**src/rtl/md_dest_scoreboard.sv**
```systemverilog
// md_dest_scoreboard: in-order FIFO of pending mult/div destination tags.
// Pops the oldest tag as the writeback address on each completion pulse.
// Also flags RAW hazards for two decode-stage source registers against every pending tag.
// Optional build macro MD_SCOREBOARD_BYPASS_EN: the head entry is excluded from the
// hazard compare in any cycle that pops it, because its value is forwarded that cycle.
module md_dest_scoreboard #(
  parameter int unsigned DEPTH = 4,
  parameter int unsigned CW    = $clog2(DEPTH) + 1
) (
  input  logic          clk,
  input  logic          reset,
  input  logic          issue_valid,
  input  logic [4:0]    issue_tag,
  output logic          issue_ready,
  input  logic          done,
  output logic          wb_valid,
  output logic [4:0]    wb_tag,
  input  logic [4:0]    src_a,
  input  logic [4:0]    src_b,
  output logic          hazard_a,
  output logic          hazard_b,
  output logic [CW-1:0] count,
  output logic          empty,
  output logic          full,
  output logic          err_overflow,
  output logic          err_underflow
);

  localparam int unsigned PW = (DEPTH > 1) ? $clog2(DEPTH) : 1;

  logic [4:0]       tag_q [DEPTH];
  logic [DEPTH-1:0] valid_q;
  logic [PW-1:0]    rd_ptr_q, wr_ptr_q;
  logic [CW-1:0]    count_q;
  logic             ovf_q, unf_q;
  logic             push, pop;
  logic [DEPTH-1:0] cmp_valid;

  assign full          = (count_q == CW'(DEPTH));
  assign empty         = (count_q == '0);
  assign issue_ready   = !full;
  assign count         = count_q;
  assign err_overflow  = ovf_q;
  assign err_underflow = unf_q;

  assign push     = issue_valid && !full;
  assign pop      = done && !empty;
  assign wb_valid = pop;
  assign wb_tag   = tag_q[rd_ptr_q];

  // Tag payload storage; only the valid bits need a reset.
  always_ff @(posedge clk) begin
    if (!reset && push) begin
      tag_q[wr_ptr_q] <= issue_tag;
    end
  end

  // Pointers, valid bits, occupancy and sticky error flags.
  always_ff @(posedge clk) begin
    if (reset) begin
      valid_q  <= '0;
      rd_ptr_q <= '0;
      wr_ptr_q <= '0;
      count_q  <= '0;
      ovf_q    <= 1'b0;
      unf_q    <= 1'b0;
    end else begin
      // Push and pop never target the same slot: that needs full (no push) or empty (no pop).
      if (push) begin
        valid_q[wr_ptr_q] <= 1'b1;
        wr_ptr_q          <= wr_ptr_q + PW'(1);
      end
      if (pop) begin
        valid_q[rd_ptr_q] <= 1'b0;
        rd_ptr_q          <= rd_ptr_q + PW'(1);
      end
      case ({push, pop})
        2'b10:   count_q <= count_q + CW'(1);
        2'b01:   count_q <= count_q - CW'(1);
        default: count_q <= count_q;
      endcase
      if (issue_valid && full) ovf_q <= 1'b1;
      if (done && empty)       unf_q <= 1'b1;
    end
  end

`ifdef MD_SCOREBOARD_BYPASS_EN
  // Head being written back this cycle is forwarded, so it no longer blocks decode.
  always_comb begin
    cmp_valid = valid_q;
    if (pop) cmp_valid[rd_ptr_q] = 1'b0;
  end
`else
  assign cmp_valid = valid_q;
`endif

  // Associative compare of both sources against all live entries; r0 never hazards.
  always_comb begin
    hazard_a = 1'b0;
    hazard_b = 1'b0;
    for (int i = 0; i < int'(DEPTH); i++) begin
      if (cmp_valid[i] && (tag_q[i] == src_a)) hazard_a = 1'b1;
      if (cmp_valid[i] && (tag_q[i] == src_b)) hazard_b = 1'b1;
    end
    if (src_a == 5'd0) hazard_a = 1'b0;
    if (src_b == 5'd0) hazard_b = 1'b0;
  end

endmodule

```
**config.mk**
```make
export PLATFORM = sky130hd
export DESIGN_NAME = md_dest_scoreboard
export DESIGN_NICKNAME = d
export VERILOG_FILES = /design/src/rtl/md_dest_scoreboard.sv
export SDC_FILE = /design/constraint.sdc
export NUM_CORES = 1
export LEC_CHECK = 0
export BUFFER_PORTS_ARGS = -buffer_cell sky130_fd_sc_hd__buf_2
export CAP_MARGIN = 30
export CORE_MARGIN = 2
export CORE_UTILIZATION = 35
export DETAILED_ROUTE_END_ITERATION = 10
export GPL_TIMING_DRIVEN = 0
export PLACE_DENSITY = 0.57
export SYNTH_ARGS = -nofsm -noshare
export SYNTH_HDL_FRONTEND = slang
export SYNTH_SLANG_ARGS = --single-unit
```
**constraint.sdc**
```tcl
create_clock -name clk -period 3.4 [get_ports clk]
set_input_delay 0.51 -clock clk [delete_from_list [all_inputs] [get_ports clk]]
set_output_delay 0.51 -clock clk [all_outputs]
set_load 0.02 [all_outputs]
```
; Word level (Yosys, flattened, before mapping)
; Memories as Yosys holds them, arrays and structs flattened. A register that Yosys moved wholly into a read port is not among the register bits.
; Index checks and enable logic that the tools add are counted.
; W data, S select, Z words.
[op_classes]
add_sub_neg = 4
n_lt_le_gt_ge = 4
n_eq_ne = 11
muxes = 22
bitwise = 3
n_reduce_logical = 22
[op_table]
columns = operator, count
row1 = $eq A5 B5 Y1, 8
row2 = $logic_and A1 B1 Y1, 15
row3 = $mux W1, 14
row4 = $mux W4, 3
row5 = $logic_not A5 Y1, 2
row6 = $lt A2 B3 Y1 const B, 2
row7 = $pmux W3 S2, 1
row8 = $add A2 B1 Y2 const B, 2
row9 = $and A4 B4 Y4, 1
row10 = $demux W1 S2, 2
row11 = $ge A2 B1 Y1 const B, 2
row12 = $mux W2, 2
row13 = $not A4 Y4, 1
row14 = $or A4 B4 Y4, 1
row15 = $add A3 B1 Y3 const B, 1
row16 = $eq A3 B3 Y1 const B, 1
row17 = $logic_not A1 Y1, 3
row18 = $logic_not A3 Y1, 1
row19 = $sub A3 B1 Y3 const B, 1
row20 = $eq A2 B1 Y1 const B, 1
row21 = $eq A2 B2 Y1 const B, 1
row22 = $reduce_bool A2 Y1, 1
[word_totals]
regBits = 13
ram_bits = 20
in_bits = 19
output_inout_bits = 16
wordCells = 73
n_memories = 1
[memory_table]
columns = name, depth, width, read_ports, rd_clocked_by_memory_dff, wr, line_no
row1 = tag_q, 4, 5, 5, 1, 1, 31  ; logic [4:0] tag_q [DEPTH];

; Depth between registers and ports, before layout
[depth]
ltp_word = 9
mapped_depth = 11
ltp_nobuf = 10

; Least setup slack after synthesis
; No wires, ideal clock.
[synth_path]
path_kind = register to register
start = register count_q[0] (netlist: count[0])
end = register count_q[2] (netlist: count[2])
setup_time_ns = 0.071
arrival_time_ns = 2.197
t_required_ns = 3.329
setup_slack_ns = 1.132
path_stages_with_launch = 12
cell_sequence = dfxtp_1 > nor2_1 > nand2_2 > and2_4 > buf_12 > inv_4 > ha_1 > inv_1 > fa_1 > xor2_1 > or3_1 > a21oi_1
[synth_between]
elab_chain_len = 5
elab_cells_between_ends = 12
[synth_lines]
columns = element, line_no
row1 = start: declaration, 34  ; logic [CW-1:0] count_q;
row2 = start signal: assignment, 78  ; 2'b10: count_q <= count_q + CW'(1);
row3 = start signal: assignment, 79  ; 2'b01: count_q <= count_q - CW'(1);
row4 = start signal: assignment, 80  ; default: count_q <= count_q;
row5 = $eq A3 B3 Y1 (*), 39  ; assign full = (count_q == CW'(DEPTH));
row6 = $logic_not A1 Y1 (*), --
row7 = net issue_ready, 14  ; output logic issue_ready,
row8 = $logic_and A1 B1 Y1 (*), 46  ; assign push = issue_valid && !full;
row9 = $eq A2 B1 Y1 / $eq A2 B2 Y1 (equally long branches), 77  ; case ({push, pop})
row10 = $pmux W3 S2 / $reduce_bool A2 Y1 (equally long branches), --
; The timed path passes the listed nets; every way through them passes the cells marked *.
; A chain may end at the register's enable or synchronous reset.

==> run_results.csv <==
group,metric,value,unit
placement,dpl_cell_area,2257,µm²
timing,min_period,2.346,ns
yosys,syn_area_per_cell,11.63,µm²
cts,htreeDepth,2,
timing,finalHoldViolCount,0,
cts,clk_pin_slew,0.07,ns
pwr,power_frac_comb,36.3,%
drt,route.detailed.drc,0,
drt,routed_wl,4.074,mm
cts,cts_root_buffer,"clkbuf_8",
yosys,synth_area,2047,µm²
die,die_h,80.48,µm
die,start_util,36.72,%
drt,vias_per_cell,4.711,
drt,wl_per_cell,14.55,µm
min_path,hp-start,"issue_tag[2]",
pwr,p_seq_share,42.4,%
die,coreArea,5574,µm²
cts,cts_tree,"yes",
die,die_area,6476,µm²
layout,layout_common_cells,"xor2_1, buf_2, edfxtp_1, dfxtp_1",
setup_path,start_kind,"flop",
pwr,switching_share,35.22,%
yosys,ys_seq_area_share,44.01,%
drt,dr.pass1.iters,4,
layout,drive_above_1_share,26.92,%
min_path,worst_hold_path_type,"in2reg",
cts,clk_path_buf_depth,2,
pwr,p_sw,470.4,µW
timing,maxSlewViolCount,0,
yosys,syn_nets,205,
timing,fin_crit_sh,69.01,%
cts,cts_setup_buffers,0,
cts,cts_sinks,35,
cts,cts_buffers,5,
timing,fmax,426.2,MHz
drt,antenna_left,0,
setup_path,cp.arrival,1.84,ns
layout,fin_area,2337,µm²
die,rows,27,
yosys,ys_warn_count,0,
setup_path,r2r_start,"count[0]$_SDFFE_PP0P_",
run,maxCapViolations,0,
placement,gp_congestion,0.7965,
timing,max-slew-margin-rel,70.87,%
yosys,synth_cells,176,
timing,hold-worst-slack,0.4369,ns
setup_path,r2r_cells,11,
pwr,power.density,571.5,nW/µm²
yosys,synth.distinct_cells,32,
setup_path,cpPeakStageDelay,0.44,ns
cts,clkLatencyLatePin,0.29,ns
timing,fin_ws,1.054,ns
setup_path,crit_path_end_kind,"output pin",
yosys,synthFlopType,"edfxtp_1",
drt,vias,1319,
setup_path,path_cells,"xor2_1, nor4_1, nand3_1, nand4_1, o21a_1, buf_2",
min_path,min_to,"tag_q[0][2]$_DFFE_PP_",
placement,io_buffers,24,
pwr,leakagePower,0.9032,nW
setup_path,path_max_fanout,3,
min_path,hold_depth,1,
placement,hpwlAfterDp,3.193,mm
layout,layout-area-overhead-vs-synth,14.18,%
global_route,grt_usage,13.72,%
timing,tns,0,ns
global_route,grt_pass1_wl,6.499,mm
layout,layout_commonest_cell,"xor2_1",
timing,grt_setup_unrepaired,"false",
pwr,p_int,865.2,µW
timing,tightest_slew,0.4369,ns
layout,nNetsFinal,236,
run_status,outcome,"finished clean",
placement,dpl_worst_slack,1.160,ns
timing,setup_viol,0,
cts,ctsHoldBuffers,0,
setup_path,cpMaxStageDelayCell,"edfxtp_1",
yosys,yosys-top-cells-area,"edfxtp_1, dfxtp_1, xor2_1",
die,ioPinCount,35,
setup_path,rrSetupSlack,1.19,ns
layout,antenna_cells,0,
timing,fin_skew,0.008942,ns
layout,n_fill_cell,549,
global_route,antenna_found_initial,0,
yosys,synth_top_area_share,29.34,%
pwr,ir_worst_vdd,0.3221,mV
setup_path,r2r_end,"count[2]$_SDFFE_PP0P_",
yosys,ys_async_sr_fraction,0,%
layout,final_core_util,41.93,%
global_route,grt_max_degree,11,
cts,cts_resized,0,
setup_path,required,2.89,ns
die,die_w,80.48,µm
global_route,overflow,0,
setup_path,path_class,"reg2out",
yosys,synth_seq_cells,35,
drt,dr.first_iter.drc_count,70,
pwr,power_frac_clock,21.3,%
yosys,synth_edf_count,20,
yosys,yosysTopAreaCell,"edfxtp_1",
global_route,grt_pass1_vias,1323,
## sequential cells by signal (all words and copies together) (netlist names), named ones only
signal	cells
err_overflow	1
cmp_valid	4
err_underflow	1
tag_q	20
wr_ptr_q	2
rd_ptr_q	2
count	3
## worst max path at each step
stage	from	to	slack [ns]	depth (start not counted)
2_1_floorplan	count[0]$_SDFFE_PP0P_	count[2]$_SDFFE_PP0P_	1.13	11
3_3_place_gp	done	count[2]$_SDFFE_PP0P_	1.18	9
5_1_grt	tag_q[3][3]$_DFFE_PP_	hazard_a	0.92	6
6_report	tag_q[3][3]$_DFFE_PP_	hazard_a	1.05	6
4_1_cts	tag_q[3][3]$_DFFE_PP_	hazard_a	1.06	6
3_5_place_dp	done	count[2]$_SDFFE_PP0P_	1.16	9
## cells by family (layout without fill, tap and decap cells)
| group | count (synthesis) | in the layout | share of synthesized area, % |
|---|---|---|---|
| fa+ha+maj | 10 | 10 | 6.479 |
| simple gates | 42 | 42 | 11.31 |
| buf+inv | 23 | 55 | 8.007 |
| flops | 35 | 35 | 44.01 |
| mux | 6 | 6 | 5.990 |
| xor+xnor | 44 | 44 | 18.83 |
| compound gates | 16 | 16 | 5.378 |
## cell type report
cell class	count	area, µm²	share of cell area, %
multi-input cells	118	982.2	42.02
flip-flops and latches	35	900.9	38.54
plain buffers	14	127.6	5.460
repair buffers	24	120.1	5.139
well taps	72	90.09	3.854
clock buffers	8	80.08	3.426
inverters	9	36.28	1.552
## power by group through the flow
| stage | clock [mW] | sequential [mW] | combinational, mW |
|---|---|---|---|
| after floorplan | 0 | 0.583 | 0.351 |
| after detailed placement | 0 | 0.577 | 0.491 |
| after global routing | 0.313 | 0.578 | 0.541 |
| final | 0.285 | 0.567 | 0.484 |
| after global placement | 0 | 0.577 | 0.486 |
| after CTS | 0.292 | 0.568 | 0.492 |
## cell usage after synthesis, types with 7 or more instances
master / count
nand3_1: 8
buf_6: 7
xnor2_1: 10
nor4_1: 8
inv_1: 8
xor2_1: 34
edfxtp_1: 20
ha_1: 9
nor2_1: 10
dfxtp_1: 15
## worst max-delay path, delay by kind of cell, from the launching register on
kind / cells / cell delay (ns)
and+or+nand+nor: 3 / 0.66
DFF: 1 / 0.44
xor gates and xnor gates: 1 / 0.19
buffers and inverters: 1 / 0.15
AOI/OAI and AO/OA: 1 / 0.12
## per-layer routing
layer,track usage [%],wire [µm]
met3,3.596,225
met2,21.67,1804
met1,17.80,1971
met5,0,0
met4,5.593,73
## metrics by stage
step,power [mW],instances
after floorplan,0.9337,176
final,1.336,280
after detailed placement,1.068,272
after CTS,1.352,280
after global placement,1.063,272
after global routing,1.432,280
No activity file was read; power rests on OpenSTA's default activity.
